<file path="config.mk">
export PLATFORM = sky130hd
export DESIGN_NAME = hvac_actuator_sequencer
export DESIGN_NICKNAME = d
export VERILOG_FILES = /design/src/rtl/hvac_actuator_sequencer.sv
export SDC_FILE = /design/constraint.sdc
export NUM_CORES = 1
export LEC_CHECK = 0
export BUFFER_PORTS_ARGS = -buffer_cell sky130_fd_sc_hd__buf_2
export CAP_MARGIN = 20
export CORE_MARGIN = 2
export CORE_UTILIZATION = 50
export DETAILED_ROUTE_END_ITERATION = 10
export MAX_ROUTING_LAYER = met4
export PLACE_DENSITY = 0.68
export SKIP_CTS_REPAIR_TIMING = 1
export SLEW_MARGIN = 20
export SYNTH_ARGS = -nofsm -noshare
export SYNTH_HDL_FRONTEND = slang
export SYNTH_SLANG_ARGS = --single-unit
</file>
<file path="constraint.sdc">
create_clock -name clk -period 5.2 [get_ports clk]
set_input_delay 1.04 -clock clk [delete_from_list [all_inputs] [get_ports clk]]
set_output_delay 1.04 -clock clk [all_outputs]
set_load 0.005 [all_outputs]
</file>
<file path="src/rtl/hvac_actuator_sequencer.sv">
// hvac_actuator_sequencer
//   Drives the heating element, compressor and blower from the mode
//   controller's heat/cool/on outputs. Adds a fan lead purge before the
//   element, holds the element for a minimum on-time, runs a fan lag purge
//   afterwards and enforces a minimum rest before any new run. Heating and
//   cooling can never be energised together because every changeover
//   passes through LAG and REST. All durations are counted in tick strobes.
//
// Ports
//   clk       clock
//   reset     synchronous, active-high reset (enters REST)
//   tick      single-cycle timebase strobe
//   sys_on    system enabled
//   heat_req  heating requested
//   cool_req  cooling requested
//   estop     emergency stop, level-sensitive
//   heat_en   heating element drive
//   cool_en   compressor drive
//   fan_en    blower drive
//   busy      high in every state except IDLE
//   fault     heat and cool requested together while enabled (registered)
//   state_o   current state: IDLE=0 LEAD=1 RUN_HEAT=2 RUN_COOL=3 LAG=4 REST=5
module hvac_actuator_sequencer #(
  parameter int CNT_W    = 8,
  parameter int FAN_LEAD = 2,
  parameter int MIN_ON   = 8,
  parameter int FAN_LAG  = 4,
  parameter int MIN_OFF  = 6
) (
  input  logic       clk,
  input  logic       reset,
  input  logic       tick,
  input  logic       sys_on,
  input  logic       heat_req,
  input  logic       cool_req,
  input  logic       estop,
  output logic       heat_en,
  output logic       cool_en,
  output logic       fan_en,
  output logic       busy,
  output logic       fault,
  output logic [2:0] state_o
);

  typedef enum logic [2:0] {
    IDLE     = 3'd0,
    LEAD     = 3'd1,
    RUN_HEAT = 3'd2,
    RUN_COOL = 3'd3,
    LAG      = 3'd4,
    REST     = 3'd5
  } state_t;

  localparam logic [CNT_W-1:0] CNT_MAX  = '1;
  localparam logic [CNT_W-1:0] LEAD_END = CNT_W'(FAN_LEAD);
  localparam logic [CNT_W-1:0] ON_END   = CNT_W'(MIN_ON);
  localparam logic [CNT_W-1:0] LAG_END  = CNT_W'(FAN_LAG);
  localparam logic [CNT_W-1:0] OFF_END  = CNT_W'(MIN_OFF);

  state_t           state;
  state_t           next_state;
  logic [CNT_W-1:0] count;
  logic             mode;       // 0 = heat, 1 = cool; latched on IDLE->LEAD
  logic             skip_rest;  // run aborted in LEAD, element never energised
  logic             req_h;
  logic             req_c;
  logic             mode_req;

  // Conflicting requests cancel each other out.
  assign req_h    = sys_on & heat_req & ~cool_req;
  assign req_c    = sys_on & cool_req & ~heat_req;
  assign mode_req = mode ? req_c : req_h;
  assign state_o  = state;

  always_ff @(posedge clk) begin
    if (reset) state <= REST;
    else       state <= next_state;
  end

  always_comb begin
    next_state = state;
    if (estop) begin
      next_state = REST;
    end else begin
      unique case (state)
        IDLE: begin
          if (req_h || req_c) next_state = LEAD;
        end
        LEAD: begin
          if (!mode_req)              next_state = LAG;
          else if (count == LEAD_END) next_state = mode ? RUN_COOL : RUN_HEAT;
        end
        RUN_HEAT, RUN_COOL: begin
          // Minimum on-time wins over a dropped or changed request.
          if (!mode_req && (count >= ON_END)) next_state = LAG;
        end
        LAG: begin
          if (count == LAG_END) next_state = skip_rest ? IDLE : REST;
        end
        REST: begin
          if (count == OFF_END) next_state = IDLE;
        end
        default: next_state = REST;
      endcase
    end
  end

  // Phase counter: restarts on every state change, frozen at zero during
  // estop so the rest period is measured from estop release.
  always_ff @(posedge clk) begin
    if (reset || estop || (next_state != state)) count <= '0;
    else if (tick && (count != CNT_MAX))         count <= count + 1'b1;
  end

  always_ff @(posedge clk) begin
    if (reset) begin
      mode      <= 1'b0;
      skip_rest <= 1'b0;
    end else begin
      if ((state == IDLE) && (next_state == LEAD)) mode <= req_c;
      if ((state == LEAD) && (next_state == LAG))      skip_rest <= 1'b1;
      else if ((state == LAG) && (next_state != LAG))  skip_rest <= 1'b0;
    end
  end

  // Outputs are registered from the next state so they track state exactly.
  always_ff @(posedge clk) begin
    if (reset) begin
      heat_en <= 1'b0;
      cool_en <= 1'b0;
      fan_en  <= 1'b0;
      busy    <= 1'b1;
      fault   <= 1'b0;
    end else begin
      heat_en <= (next_state == RUN_HEAT);
      cool_en <= (next_state == RUN_COOL);
      fan_en  <= (next_state == LEAD) || (next_state == RUN_HEAT) ||
                 (next_state == RUN_COOL) || (next_state == LAG);
      busy    <= (next_state != IDLE);
      fault   <= sys_on & heat_req & cool_req;
    end
  end

  a_no_overlap : assert property (@(posedge clk) disable iff (reset)
    !(heat_en && cool_en));
  a_fan_with_load : assert property (@(posedge clk) disable iff (reset)
    !((heat_en || cool_en) && !fan_en));

endmodule
</file>
==> metrics.cfg, run 1 <==
[clock_tree]
h-tree-depth = 1
root_buffer = clkbuf_4
cts_made_buffers = 3
clkLatencyLatePin_ns = 0.29
cts_num_sinks = 18
clockBufferDepth = 2
path_clk_slew_ns = 0.09
cts_tree = done

[power_and_ir_drop]
seq_power_share = 0.631
power_density_nw_per_um2 = 198
p_sw_mw = 0.0501
power.switching_fraction = 0.227
finalPower_mw = 0.221
leakage_nw = 0.461
pwr-share-comb = 0.068
power_frac_clock = 0.301
vdd_drop_max_mv = 0.149
p_int_mw = 0.171

[grt]
grt_max_degree = 14
grt_usage = 0.191
grt_pass1_wl_mm = 3.50
grt-ovfl-total = 0
antenna_found_initial = 0
grt_pass1_vias = 818

[routing]
dr_wl_met3_um = 88
drc = 0
wl_met2_um = 919
num_vias = 890
antenna_left = 0
m1WireLength_um = 940
drtIter0Drc = 15
avgViaCountPerCell = 5.63
finalWirelength_mm = 1.99
drtPass1Iterations = 6
wire_per_inst_um = 12.6
maxUsedRoutingLayer = met4

[floorplanning]
dieHeight_um = 49.2
ios = 15
rows = 16
die_w_um = 49.2
initial_utilization = 0.527
coreArea_um2 = 1940
dieArea_um2 = 2430

[setup_path]
required_ns = 5.43
end_kind = flop
critPathMaxFanout = 5
cp_top_family = simple AND/OR/NAND/NOR gates
critPathSlowestCell = or4_1
startpoint_type = input port
critical_path.max_stage_delay_ns = 0.47
crit_type = in2reg
r2r_start = count[5]
r2r_cells = 6
crit_chain = buf_2, nor3b_1, o21ai_2, nor3_2, a22oi_1, or4_1, nor2b_1
critPathBufInv = 1
reg2reg_to = count[0]
ff2ff_setup_slack_ns = 3.23
critPathArrivalTime_ns = 2.45

[logic_synthesis]
synth_cells = 119
synth_seq_area_share = 0.352
synth_edf_count = 0
ys.flop_type = dfxtp_1
synth.distinct_cells = 40
syn_nets = 129
netlist.area_leader.share = 0.352
synth_area_leaders = dfxtp_1, xor2_1, nor2_1
synth_area_leader_cell = dfxtp_1
syn_area_um2 = 1020
synth-async-reset-ratio = 0
syn_area_per_cell_um2 = 8.60
ys_warn_count = 0
synth-seq-cells = 18

[place]
io_buffers = 14
dpl-instance-area_um2 = 1100
dp_hpwl_mm = 1.50
dp_slack_ns = 2.68
numPlacedInstances = 155
gp_congestion = 0.929

[final_layout]
fill_cells = 191
regArea_um2 = 360
multi_input_area_um2 = 611
final_cell_area_um2 = 1120
finalNonFillerCells = 158
largest_register_ffs = 8
fin_nets = 143
final_util = 0.577
syn_to_final_growth_pct = 9.41
drive_gt1_frac = 0.214
regMostFlops = count
diodes = 0

[min_path]
min_path_cells = 2
hold_start = skip_rest
hold_end = skip_rest
min_path_type = reg2reg

[run_status]
status = completed

[sta]
tightestPinTransition_ns = 0.451
fin_crit_ns = 2.22
fmax_mhz = 450
rsz0062_at_grt = no
slew_viol_final = 0
fin_ws_ns = 2.98
slew-limit-headroom = 0.699
fin_skew_ns = 0.00400
fin_hold_ws_ns = 0.526
fin_crit_sh = 0.427
setup_viol = 0
hold_viol_final = 0
fin_setup_tns_ns = 0

[flow_run]
cap_violations = 0

-- layout by cell type, fill, tap and decap left out, drive strengths merged, types with 4 or more instances in the layout --
cell type and instances:
a21oi 5, dfxtp 18, nand4 5, nand2 12, nor2 16, xor2 7, nor3 4, nand3 6
inv 6, buf 14
-- synth_stat cells, types with 2 or more instances --
master	count
nand3b_1	2
o21ai_1	2
ha_1	3
dfxtp_1	18
nand3_1	5
nor3b_1	2
nor2_1	16
xor2_1	7
buf_4	3
nor3_1	2
a21o_1	2
inv_1	6
a31oi_1	2
a22oi_1	2
nand2_1	12
a21oi_1	4
o21a_1	2
clkbuf_1	2
nand4_1	5
nor2b_1	2
-- per-layer routing --
layer | global-route usage | vias to the layer above
met3 | 0.0368 | 5
met2 | 0.311 | 30
met4 | 0.100 | 0
li1 | - | 447
met1 | 0.223 | 408
met5 | - | -
-- tightest hold or removal path, cell delays in order (launching register included) --
cell     delay (ns)
dfxtp_1        0.36
nand3_1        0.08
nand2_1        0.04
-- layout make-up --
cell class                      count  share of cell area
Clock buffer                        3              0.0201
Sequential cell                    18               0.322
Multi-Input combinational cell     90               0.545
Timing Repair Buffer               14              0.0626
Inverter                            6              0.0201
Tap cell                           27              0.0302
-- worst max path at each step --
stage	startpoint	endpoint	slack, ns	cells past startpoint
2_1_floorplan	cool_req	heat_en	2.94	6
6_report	heat_req	heat_en	2.98	7
5_1_grt	heat_req	heat_en	2.78	7
3_5_place_dp	heat_req	cool_en	2.68	7
4_1_cts	heat_req	cool_en	2.98	7
3_3_place_gp	heat_req	heat_en	2.73	7
-- kinds of logic (layout without fill, tap and decap cells) --
logic type | after synthesis | count (layout) | share of synthesized area
xor gates and xnor gates | 8 | 8 | 0.0685
and+or+nand+nor | 57 | 57 | 0.308
muxes | 1 | 1 | 0.00978
buffers and inverters | 11 | 23 | 0.0513
AOI/OAI and AO/OA | 21 | 21 | 0.174
adders and majority gates | 3 | 3 | 0.0367
DFF | 18 | 18 | 0.352
-- power by group through the flow --
| stage | logic (mW) | clock network, mW | registers (mW) |
|---|---|---|---|
| 2_1_floorplan | 0.00943 | 0 | 0.143 |
| 3_3_place_gp | 0.0146 | 0 | 0.143 |
| 3_5_place_dp | 0.0149 | 0 | 0.143 |
| 4_1_cts | 0.0149 | 0.0702 | 0.139 |
| 5_1_grt | 0.0170 | 0.0747 | 0.140 |
| 6_report | 0.0150 | 0.0667 | 0.139 |
Power figures use the tool's default switching activity.
==> run 2, diff against run 1 <==
ABC_AREA = 1   (was unset)
clock period = 2.07 ns   (was 5.2 ns; I/O delays follow)
==> metrics.cfg, run 2 <==
[logic_synthesis]
netlist.area_leader.share = 0.333  ; was 0.352
syn_nets = 176  ; was 129
synth-async-reset-ratio = 0  ; unchanged
syn_area_per_cell_um2 = 6.52  ; was 8.60 um^2
syn_area_um2 = 1080  ; was 1020 um^2
ys_warn_count = 0  ; unchanged
synth.distinct_cells = 20  ; was 40
synth-seq-cells = 18  ; unchanged
synth_area_leader_cell = dfxtp_1  ; unchanged
synth_edf_count = 0  ; unchanged
yosysMostFrequentCell = nand2_1  ; was dfxtp_1
synthTopCellsByCount = nand2_1, inv_1, nor2_1, nand3_1, dfxtp_1  ; was dfxtp_1, nor2_1, nand2_1, xor2_1, inv_1
ys.flop_type = dfxtp_1  ; unchanged
synth_cells = 166  ; was 119
synth_area_leaders = dfxtp_1, nand2_1, inv_1  ; was dfxtp_1, xor2_1, nor2_1
synth_seq_area_share = 0.333  ; was 0.352

[routing]
num_vias = 1048  ; was 890
finalWirelength_mm = 2.16  ; was 1.99 mm
drtPass1Iterations = 6  ; unchanged
wire_per_inst_um = 10.2  ; was 12.6 um
drc = 0  ; unchanged
antenna_left = 0  ; unchanged
avgViaCountPerCell = 4.97  ; was 5.63
drtIter0Drc = 27  ; was 15

[sta]
fin_hold_ws_ns = 0.351  ; was 0.526 ns
setup_viol = 0  ; unchanged
hold_viol_final = 0  ; unchanged
rsz0062_at_grt = no  ; unchanged
slew-limit-headroom = 0.751  ; was 0.699
tightestPinTransition_ns = 0.373  ; was 0.451 ns
slew_viol_final = 0  ; unchanged
fin_crit_sh = 0.878
fin_crit_ns = 1.82
fin_skew_ns = 0.000930  ; was 0.00400 ns
fin_setup_tns_ns = 0  ; unchanged
fmax_mhz = 550

[setup_path]
critPathMaxFanout = 7  ; was 5
cp_top_family = simple AND/OR/NAND/NOR gates  ; unchanged
r2r_cells = 10  ; was 6
crit_end = count[7]  ; was heat_en
crit_cells = 10  ; was 7
critPathLaunch = count[0]  ; was heat_req
end_kind = flop  ; unchanged
crit_type = reg2reg  ; was in2reg
reg2reg_to = count[7]  ; was count[0]
crit_chain = ha_1, nand3_1, nor2_1, a31oi_2, nand2_1, nor2_2, nand3_1, nand2_1, and2_0, nor2_1  ; was buf_2, nor3b_1, o21ai_2, nor3_2, a22oi_1, or4_1, nor2b_1
r2r_start = count[0]  ; was count[5]
startpoint_type = flop  ; was input port
critPathSlowestCell = dfxtp_1  ; was or4_1
critPathBufInv = 0  ; was 1
ff2ff_setup_slack_ns = 0.25  ; was 3.23 ns
required_ns = 2.25  ; was 5.43 ns
critical_path.max_stage_delay_ns = 0.34  ; was 0.47 ns
critPathArrivalTime_ns = 1.99  ; was 2.45 ns

[final_layout]
diodes = 0  ; unchanged
drive_gt1_frac = 0.190  ; was 0.214
fin_nets = 196  ; was 143
regArea_um2 = 360  ; unchanged
multi_input_area_um2 = 602  ; was 611 um^2
final_common_cell = nand2_1  ; was dfxtp_1
final_cell_mix = nand2_1, inv_1, nor2_1  ; was dfxtp_1, nor2_1, buf_2
regMostFlops = count  ; unchanged
fill_cells = 208  ; was 191
syn_to_final_growth_pct = 12.4  ; was 9.41%
largest_register_ffs = 8  ; unchanged

[grt]
grt_max_degree = 10  ; was 14
grt_pass1_vias = 856  ; was 818
grt-ovfl-total = 0  ; unchanged
grt_pass1_wl_mm = 3.68  ; was 3.50 mm
antenna_found_initial = 0  ; unchanged
grt_usage = 0.190  ; was 0.191

[power_and_ir_drop]
vdd_drop_max_mv = 0.473  ; was 0.149 mV
power_density_nw_per_um2 = 454  ; was 198 nW/um^2
leakage_nw = 0.574  ; was 0.461 nW
finalPower_mw = 0.553  ; was 0.221 mW

[floorplanning]
rows = 16  ; unchanged
die_w_um = 50.5  ; was 49.2 um
ios = 15  ; unchanged
coreArea_um2 = 2000  ; was 1940 um^2
dieArea_um2 = 2550  ; was 2430 um^2
dieHeight_um = 50.5  ; was 49.2 um
initial_utilization = 0.541  ; was 0.527

[flow_run]
cap_violations = 0  ; unchanged

[clock_tree]
clkLatencyLatePin_ns = 0.28  ; was 0.29 ns
clockBufferDepth = 2  ; unchanged
root_buffer = clkbuf_4  ; unchanged
cts_tree = done  ; unchanged
cts_made_buffers = 3  ; unchanged
cts_num_sinks = 18  ; unchanged
h-tree-depth = 1  ; unchanged
path_clk_slew_ns = 0.09  ; about the same

[place]
dp_hpwl_mm = 1.74  ; was 1.50 mm
io_buffers = 14  ; unchanged
gp_congestion = 0.965  ; was 0.929

[min_path]
min_path_type = in2reg  ; was reg2reg

[run_status]
status = completed  ; unchanged

==> run 2: worst register-to-register path, stage by stage, from the launching register on <==
cell	delay [ns]
dfxtp_1	0.34
ha_1	0.24
nand3_1	0.09
nor2_1	0.06
a31oi_2	0.30
nand2_1	0.18
nor2_2	0.18
nand3_1	0.09
nand2_1	0.06
and2_0	0.11
nor2_1	0.04
==> run 2: kinds of logic after synthesis <==
| kind of cell | after synthesis | share of synthesized area |
|---|---|---|
| simple gates | 99 | 0.425 |
| buf+inv | 32 | 0.111 |
| flops | 18 | 0.333 |
| compound gates | 8 | 0.0474 |
| xor+xnor | 6 | 0.0486 |
| fa+ha+maj | 3 | 0.0347 |
==> run 2: cell type report <==
class,count,area share
multi-input cells,116,0.495
flip-flops and latches,18,0.296
clock buffers,3,0.0185
well taps,27,0.0278
repair buffers,15,0.0638
inverters,32,0.0988
==> run 2: metrics by stage <==
step	std cells	instance area, um^2	setup slack (ns)	utilization
floorplan	166	1080	0.505	-
global placement	208	1190	0.312	0.596
detailed placement	208	1190	0.298	0.596
CTS	211	1220	0.276	0.608
global route	211	1220	0.0741	0.608
finish	211	1220	0.253	0.608
==> run 2: power by group <==
| group | total [mW] | switching (mW) | internal [mW] |
|---|---|---|---|
| combinational | 0.0407 | 0.0254 | 0.0153 |
| sequential | 0.351 | 0.00155 | 0.349 |
| clock | 0.161 | 0.0940 | 0.0674 |
==> run 2: routing by layer <==
| metal | GRT usage | wire length (um) | up-vias |
|---|---|---|---|
| li1 | - | - | 557 |
| met1 | 0.303 | 1220 | 461 |
| met2 | 0.250 | 806 | 28 |
| met3 | 0.0268 | 124 | 2 |
| met4 | 0.0405 | 9 | 0 |
| met5 | - | 0 | - |
==> run 2: worst min path at each step <==
stage,start,to,cells past startpoint
after detailed placement,skip_rest,skip_rest,2
after global placement,skip_rest,skip_rest,2
final,reset,state_o[1],2
after floorplan,skip_rest,skip_rest,2
after global routing,reset,state_o[1],2
after CTS,reset,state_o[1],2
